## config.mk

```make
export PLATFORM = sky130hd
export DESIGN_NAME = mdu_iter_flat
export DESIGN_NICKNAME = d
export VERILOG_FILES = /design/src/rtl/mdu_iter_pkg.sv /design/src/rtl/mdu_if.sv /design/src/rtl/mdu_div_step.sv /design/src/rtl/mdu_iter.sv /design/src/flat_wrapper.sv
export SDC_FILE = /design/constraint.sdc
export NUM_CORES = 2
export LEC_CHECK = 0
export ABC_AREA = 1
export BUFFER_PORTS_ARGS = -buffer_cell sky130_fd_sc_hd__buf_2
export CORE_MARGIN = 2
export CORE_UTILIZATION = 30
export DETAILED_ROUTE_END_ITERATION = 16
export HOLD_SLACK_MARGIN = 0.03
export SYNTH_ARGS = -nofsm -noshare
export SYNTH_HDL_FRONTEND = slang
export SYNTH_HIERARCHICAL = 1
export SYNTH_SLANG_ARGS = --single-unit
```

## constraint.sdc

```tcl
create_clock -name clk -period 22.5 [get_ports clk]
set_input_delay 2.25 -clock clk [delete_from_list [all_inputs] [get_ports clk]]
set_output_delay 2.25 -clock clk [all_outputs]
set_load 0.03 [all_outputs]
```

## src/rtl/mdu_iter_pkg.sv

```systemverilog
// Shared encodings and default sizing for the iterative multiply/divide unit.
// The stall unit and decode logic import these so they agree with mdu_iter.
package mdu_iter_pkg;

  localparam int MDU_WIDTH_DEF       = 32;
  localparam int MDU_MULT_CYCLES_DEF = 5;
  localparam int MDU_DIV_EXTRA_DEF   = 1;

  // Operation select; 6 and 7 are reserved and act as no-ops.
  typedef enum logic [2:0] {
    MD_MULT  = 3'd0,
    MD_MULTU = 3'd1,
    MD_DIV   = 3'd2,
    MD_DIVU  = 3'd3,
    MD_MTHI  = 3'd4,
    MD_MTLO  = 3'd5
  } md_op_e;

  typedef enum logic [1:0] {
    ST_IDLE = 2'd0,
    ST_MUL  = 2'd1,
    ST_DIV  = 2'd2,
    ST_FIX  = 2'd3
  } mdu_state_e;

endpackage

```

## src/rtl/mdu_if.sv

```systemverilog
// Execute-stage port bundle between the DE pipeline register and the MDU.
// Handshake: start is a request that the MDU accepts only on an edge where
// busy=0; while busy=1 start is ignored and hi/lo hold their old values.
interface mdu_if #(
  parameter int WIDTH = 32
);
  logic             start;
  logic [2:0]       md_op;
  logic [WIDTH-1:0] a;
  logic [WIDTH-1:0] b;
  logic             busy;
  logic [WIDTH-1:0] hi;
  logic [WIDTH-1:0] lo;
  logic             div_zero;

  modport master (
    output start, md_op, a, b,
    input  busy, hi, lo, div_zero
  );

  modport slave (
    input  start, md_op, a, b,
    output busy, hi, lo, div_zero
  );
endinterface

```

## src/rtl/mdu_div_step.sv

```systemverilog
// One restoring-division step: shift the next dividend bit into the partial
// remainder, subtract the divisor if it fits, and shift the quotient bit in.
module mdu_div_step #(
  parameter int WIDTH = 32
) (
  input  logic [WIDTH-1:0] rem_in,
  input  logic [WIDTH-1:0] quo_in,
  input  logic [WIDTH-1:0] divisor,
  output logic [WIDTH-1:0] rem_out,
  output logic [WIDTH-1:0] quo_out
);
  logic [WIDTH:0] shifted;
  logic [WIDTH:0] diff;
  logic           take;

  always_comb begin
    shifted = {rem_in, quo_in[WIDTH-1]};
    diff    = shifted - {1'b0, divisor};
    // A borrow out of the extra top bit means the divisor did not fit.
    take    = ~diff[WIDTH];
    rem_out = take ? diff[WIDTH-1:0] : shifted[WIDTH-1:0];
    quo_out = {quo_in[WIDTH-2:0], take};
  end
endmodule

```

## src/rtl/mdu_iter.sv

```systemverilog
// Multiply/divide unit with HI/LO: fixed-latency multiply, one-bit-per-cycle
// restoring divide with an optional sign fix-up phase, and mthi/mtlo moves.
module mdu_iter
  import mdu_iter_pkg::*;
#(
  parameter int WIDTH       = MDU_WIDTH_DEF,
  parameter int MULT_CYCLES = MDU_MULT_CYCLES_DEF,
  parameter int DIV_EXTRA   = MDU_DIV_EXTRA_DEF
) (
  input  logic       clk,
  input  logic       rst_n,
  mdu_if.slave       md,
  output mdu_state_e dbg_state
);
  localparam int CNT_MAX = (WIDTH > MULT_CYCLES) ? WIDTH : MULT_CYCLES;
  localparam int CW      = $clog2(CNT_MAX + 1);
  localparam logic [CW-1:0] MUL_LOAD = CW'(MULT_CYCLES - 1);
  localparam logic [CW-1:0] DIV_LOAD = CW'(WIDTH - 1);
  localparam logic [CW-1:0] FIX_LOAD = (DIV_EXTRA > 0) ? CW'(DIV_EXTRA - 1) : '0;

  mdu_state_e       state;
  logic [CW-1:0]    counter;
  logic             busy;
  logic             div_zero;
  logic [WIDTH-1:0] hi;
  logic [WIDTH-1:0] lo;

  logic [WIDTH-1:0] op_a;
  logic [WIDTH-1:0] op_b;
  logic             mul_signed;
  logic [WIDTH-1:0] rem_q;
  logic [WIDTH-1:0] quo_q;
  logic [WIDTH-1:0] dvs_q;
  logic             quo_neg;
  logic             rem_neg;

  logic             is_signed_div;
  logic             a_neg;
  logic             b_neg;
  logic [WIDTH-1:0] abs_a;
  logic [WIDTH-1:0] abs_b;
  logic [2*WIDTH-1:0] product;
  logic [WIDTH-1:0] rem_nxt;
  logic [WIDTH-1:0] quo_nxt;
  logic [WIDTH-1:0] rem_src;
  logic [WIDTH-1:0] quo_src;
  logic [WIDTH-1:0] hi_div;
  logic [WIDTH-1:0] lo_div;

  mdu_div_step #(.WIDTH(WIDTH)) u_step (
    .rem_in  (rem_q),
    .quo_in  (quo_q),
    .divisor (dvs_q),
    .rem_out (rem_nxt),
    .quo_out (quo_nxt)
  );

  always_comb begin
    is_signed_div = (md.md_op == MD_DIV);
    a_neg = is_signed_div & md.a[WIDTH-1];
    b_neg = is_signed_div & md.b[WIDTH-1];
    abs_a = a_neg ? -md.a : md.a;
    abs_b = b_neg ? -md.b : md.b;
    // Sign-extend both operands so one unsigned multiplier serves mult and multu.
    product = {{WIDTH{mul_signed & op_a[WIDTH-1]}}, op_a}
            * {{WIDTH{mul_signed & op_b[WIDTH-1]}}, op_b};
    // Without a fix-up phase the result is taken straight from the last step.
    rem_src = (state == ST_DIV) ? rem_nxt : rem_q;
    quo_src = (state == ST_DIV) ? quo_nxt : quo_q;
    hi_div  = rem_neg ? -rem_src : rem_src;
    lo_div  = div_zero ? '1 : (quo_neg ? -quo_src : quo_src);
  end

  always_ff @(posedge clk or negedge rst_n) begin
    if (!rst_n) begin
      state      <= ST_IDLE;
      counter    <= '0;
      busy       <= 1'b0;
      div_zero   <= 1'b0;
      hi         <= '0;
      lo         <= '0;
      op_a       <= '0;
      op_b       <= '0;
      mul_signed <= 1'b0;
      rem_q      <= '0;
      quo_q      <= '0;
      dvs_q      <= '0;
      quo_neg    <= 1'b0;
      rem_neg    <= 1'b0;
    end else begin
      case (state)
        ST_IDLE: begin
          if (md.start) begin
            div_zero <= 1'b0;
            case (md.md_op)
              MD_MTHI: hi <= md.a;
              MD_MTLO: lo <= md.a;
              MD_MULT, MD_MULTU: begin
                op_a       <= md.a;
                op_b       <= md.b;
                mul_signed <= (md.md_op == MD_MULT);
                counter    <= MUL_LOAD;
                busy       <= 1'b1;
                state      <= ST_MUL;
              end
              MD_DIV, MD_DIVU: begin
                rem_q    <= '0;
                quo_q    <= abs_a;
                dvs_q    <= abs_b;
                quo_neg  <= a_neg ^ b_neg;
                rem_neg  <= a_neg;
                div_zero <= (md.b == '0);
                counter  <= DIV_LOAD;
                busy     <= 1'b1;
                state    <= ST_DIV;
              end
              default: ;
            endcase
          end
        end
        ST_MUL: begin
          if (counter == '0) begin
            {hi, lo} <= product;
            busy     <= 1'b0;
            state    <= ST_IDLE;
          end else begin
            counter <= counter - 1'b1;
          end
        end
        ST_DIV: begin
          rem_q <= rem_nxt;
          quo_q <= quo_nxt;
          if (counter == '0) begin
            if (DIV_EXTRA == 0) begin
              hi    <= hi_div;
              lo    <= lo_div;
              busy  <= 1'b0;
              state <= ST_IDLE;
            end else begin
              counter <= FIX_LOAD;
              state   <= ST_FIX;
            end
          end else begin
            counter <= counter - 1'b1;
          end
        end
        ST_FIX: begin
          if (counter == '0) begin
            hi    <= hi_div;
            lo    <= lo_div;
            busy  <= 1'b0;
            state <= ST_IDLE;
          end else begin
            counter <= counter - 1'b1;
          end
        end
        default: state <= ST_IDLE;
      endcase
    end
  end

  assign md.busy     = busy;
  assign md.hi       = hi;
  assign md.lo       = lo;
  assign md.div_zero = div_zero;
  assign dbg_state   = state;
endmodule

```

## src/flat_wrapper.sv

```systemverilog
// flat-port wrapper written by rule: the top's interface ports become plain ports
module mdu_iter_flat import mdu_iter_pkg::*;
#(
  parameter int WIDTH       = MDU_WIDTH_DEF,
  parameter int MULT_CYCLES = MDU_MULT_CYCLES_DEF,
  parameter int DIV_EXTRA   = MDU_DIV_EXTRA_DEF
)
  (clk, rst_n, dbg_state, md_start, md_md_op, md_a, md_b, md_busy, md_hi, md_lo, md_div_zero);
  mdu_if #(.WIDTH(WIDTH)) md_i ();
  input  logic clk;
  input  logic rst_n;
  output mdu_state_e dbg_state;
  input wire logic [$bits(md_i.start)-1:0] md_start;
  input wire logic [$bits(md_i.md_op)-1:0] md_md_op;
  input wire logic [$bits(md_i.a)-1:0] md_a;
  input wire logic [$bits(md_i.b)-1:0] md_b;
  output wire logic [$bits(md_i.busy)-1:0] md_busy;
  output wire logic [$bits(md_i.hi)-1:0] md_hi;
  output wire logic [$bits(md_i.lo)-1:0] md_lo;
  output wire logic [$bits(md_i.div_zero)-1:0] md_div_zero;
  assign md_i.start = md_start;
  assign md_i.md_op = md_md_op;
  assign md_i.a = md_a;
  assign md_i.b = md_b;
  assign md_busy = md_i.busy;
  assign md_hi = md_i.hi;
  assign md_lo = md_i.lo;
  assign md_div_zero = md_i.div_zero;
  mdu_iter #(.WIDTH(WIDTH), .MULT_CYCLES(MULT_CYCLES), .DIV_EXTRA(DIV_EXTRA)) u_core (.clk(clk), .rst_n(rst_n), .md(md_i), .dbg_state(dbg_state));
endmodule
```

==> run_results.csv <==
group,metric,value,unit
placed_design,place_hpwl,168300,um
setup_path,critical_path.top_delay_family,"adder cells",
yosys,synth_cell_type_count,55,
sta,tightest_slew,1.229,ns
sta,hold_viol,0,
clock_network,post-cts-setup-buffers,0,
global_route,track_usage,0.2103,
yosys,syn_avg_cell_area,7.358,sq um
hold_path,hp-class,"flip-flop to flip-flop",
yosys,synth-seq-cells,237,
yosys,synth_most_common_cell,"nand2_1",
drt,drtAntennaViolNets,0,
setup_path,worst_path_largest_cell_delay,0.90,ns
floorplanning,die_w,443.2,um
finish,layout.cells.non_filler,10280,
floorplanning,placementRows,161,
yosys,synth_compound_area_frac,0.06019,
setup_path,cp.required,23.01,ns
yosys,yosys_warnings,6,
setup_path,critPathMaxFanout,19,
clock_network,cts_buffers,35,
setup_path,rrSetupSlack,13.03,ns
setup_path,r2r_start,"u_core/mul_signed$_DFFE_PN0P_",
global_route,grt-ovfl-total,0,
setup_path,critPathSlowestCell,"fa_1",
clock_network,cts-root-buf,"clkbuf_16",
yosys,synth-xor-area-share,0.009685,
drt,wirelength,205900,um
sta,max_freq,105.6,MHz
yosys,async_flop_share,1.000,
global_route,antenna_found_initial,13,
setup_path,path_buf_inv,9,
finish,drive_gt1_frac,0.05471,
global_route,grt_max_degree,96,
yosys,synthAdderAreaFrac,0.4435,
setup_path,cp.arrival,9.98,ns
sta,fin_skew,0.02960,ns
global_route,grt_pass1_vias,51970,
yosys,synth_edf_count,0,
finish,fin_nets,9171,
setup_path,critPathLaunchType,"flip-flop",
clock_network,clock_sinks,237,
placed_design,dp_cells,10210,
yosys,yosys.area.top_type_share,0.3895,
sta,finalSetupViolations,0,
placed_design,gp_congestion,0.9667,
drt,vias,49860,
global_route,grt_pass1_wl,317900,um
yosys,synthCells,7866,
sta,rsz0062_at_grt,"no",
sta,relSlewSlack,0.1798,
yosys,synth_top_family_by_area,"adder cells",
setup_path,endpoint_kind,"flip-flop",
clock_network,cts.htree.levels,2,
setup_path,crit_type,"flip-flop to flip-flop",
drt,vias_per_cell,4.850,
drt,drt_iter0_markers,4532,
yosys,synth_common_cells,"nand2_1, inv_1, fa_1, nor2_1, nand3_1",
status,run_status,"complete, no violations",
floorplanning,core_area,192200,sq um
placed_design,io_buffers,137,
yosys,muxShareOfSynthArea,0.0001946,
yosys,synth_top_flop_cell,"dfrtp_1",
floorplanning,io_pins,138,
drt,wl_per_cell,20.03,um
clock_network,clk_path_buf_depth,3,
sta,slew_viol_final,0,
floorplanning,die_h,443.2,um
yosys,syn_nets,9312,
floorplanning,start_util,0.3012,
setup_path,worstSetupEndpoint,"u_core/md.hi[24]$_DFFE_PN0P_",
yosys,synth-seq-area-share,0.1025,
flow_run,max_cap_violations,0,
drt,remaining_drc_errors,0,
setup_path,reg2reg_to,"u_core/md.hi[24]$_DFFE_PN0P_",
yosys,synth_top_area_cell,"fa_1",
yosys,synthSimpleGateAreaFrac,0.2240,
yosys,synthTopCellsByArea,"fa_1, nand2_1, inv_1",
clock_network,cts_hold_buf,0,
clock_network,path_clk_slew,0.06,ns
setup_path,cpMostUsedCell,"inv_1",
setup_path,r2r_cells,30,
setup_path,startpoint,"u_core/mul_signed$_DFFE_PN0P_",
clock_network,cts_tree,"built",
drt,drt-pass1-iter-count,8,
setup_path,worst-path-stages,30,
finish,nFillCells,20640,
clock_network,cts.repair.resized,0,
sta,setup_tns,0,ns
floorplanning,fp.dieArea,196400,sq um
clock_network,clk_latency,0.58,ns
finish,area_growth,6.877,%
sta,period_needed,9.473,ns
yosys,synth_area,57880,sq um
sta,period_share,0.4210,
[metal layers]
layer,part of all wire,vias to the layer above,track usage,wire length [um]
li1,-,22550,-,-
met1,0.43,25160,0.2878,89120
met2,0.46,1811,0.3406,94650
met3,0.064,336,0.02533,13150
met4,0.043,10,0.07834,8946
met5,0.00029,-,0,60
[state kept, by name, summed over array words and instances, names as in the netlist]
| signal | flops |
|---|---|
| u_core/dvs_q | 32 |
| u_core/md.hi | 32 |
| u_core/md.lo | 32 |
| u_core/op_a | 32 |
| u_core/op_b | 32 |
| u_core/quo_q | 32 |
| u_core/rem_q | 32 |
| u_core/counter | 6 |
| u_core/dbg_state | 2 |
| u_core/md.busy | 1 |
| u_core/md.div_zero | 1 |
| u_core/mul_signed | 1 |
| u_core/quo_neg | 1 |
| u_core/rem_neg | 1 |
[layout by cell type, fill, tap and decap left out, types with 19 or more instances in the layout]
cell type and n:
fa_1 1126, a31oi_1 41, buf_4 83, nor2_2 24, o21bai_1 19, xor2_1 55
ha_1 250, nand2_1 2151, nor3_1 37, a21oi_1 191, buf_2 136, dfrtp_1 230
o21ai_0 261, o21ai_1 33, nor2_1 467, nand4_1 48, o21ai_2 20, or2_2 37
inv_1 1977, nand3_1 327, clkbuf_16 35, nand2_2 20
[cell families after synthesis]
family | count (synthesis)
adder cells (fa/ha/maj) | 1376
AO/OA/AOI/OAI | 626
flip-flops | 237
XOR/XNOR | 64
buffers and inverters | 2390
multiplexers | 1
AND/OR/NAND/NOR | 3172
[worst min path at each step]
stage / startpoint / depth (start not counted) / to / slack, ns
finish: u_core/md.lo[16]$_DFFE_PN0P_ / 2 / u_core/md.lo[16]$_DFFE_PN0P_ / 0.48
detailed placement: u_core/md.lo[16]$_DFFE_PN0P_ / 2 / u_core/md.lo[16]$_DFFE_PN0P_ / 0.47
global placement: u_core/op_a[22]$_DFFE_PN0P_ / 2 / u_core/op_a[22]$_DFFE_PN0P_ / 0.47
CTS: u_core/md.lo[16]$_DFFE_PN0P_ / 2 / u_core/md.lo[16]$_DFFE_PN0P_ / 0.49
global route: u_core/dvs_q[11]$_DFFE_PN0P_ / 2 / u_core/dvs_q[11]$_DFFE_PN0P_ / 0.50
floorplan: u_core/dvs_q[31]$_DFFE_PN0P_ / 2 / u_core/dvs_q[31]$_DFFE_PN0P_ / 0.45
[per-stage QoR]
| step | area (sq um) | hold WS, ns | setup WS, ns | utilization |
|---|---|---|---|---|
| after floorplan | 57880 | 0.4489 | 14.86 | - |
| after global placement | 60610 | 0.4660 | 13.26 | 0.3154 |
| after detailed placement | 60610 | 0.4704 | 13.13 | 0.3154 |
| after CTS | 61850 | 0.4870 | 13.06 | 0.3218 |
| after global routing | 61850 | 0.5002 | 12.40 | 0.3218 |
| final | 61860 | 0.4838 | 13.03 | 0.3219 |
[cell type report]
cell class | count | area (sq um) | share of cell area
multi-input combinational | 5239 | 42710 | 0.6905
inverter | 1992 | 7482 | 0.1210
sequential | 237 | 5939 | 0.09602
tap | 2526 | 3161 | 0.05110
timing repair buffer | 220 | 1319 | 0.02132
clock buffer | 49 | 998.5 | 0.01614
clock inverter | 13 | 235.2 | 0.003803
antenna | 3 | 7.507 | 0.0001214
[tightest hold or removal path: cells and delay by family (launching register included)]
family / cells / cell delay (ns)
buf+inv: 1 / 0.05
flops: 1 / 0.34
compound gates: 1 / 0.07
Power is not shown: default switching activity piles up to over one toggle a cycle in this logic, so the estimate is an artifact.
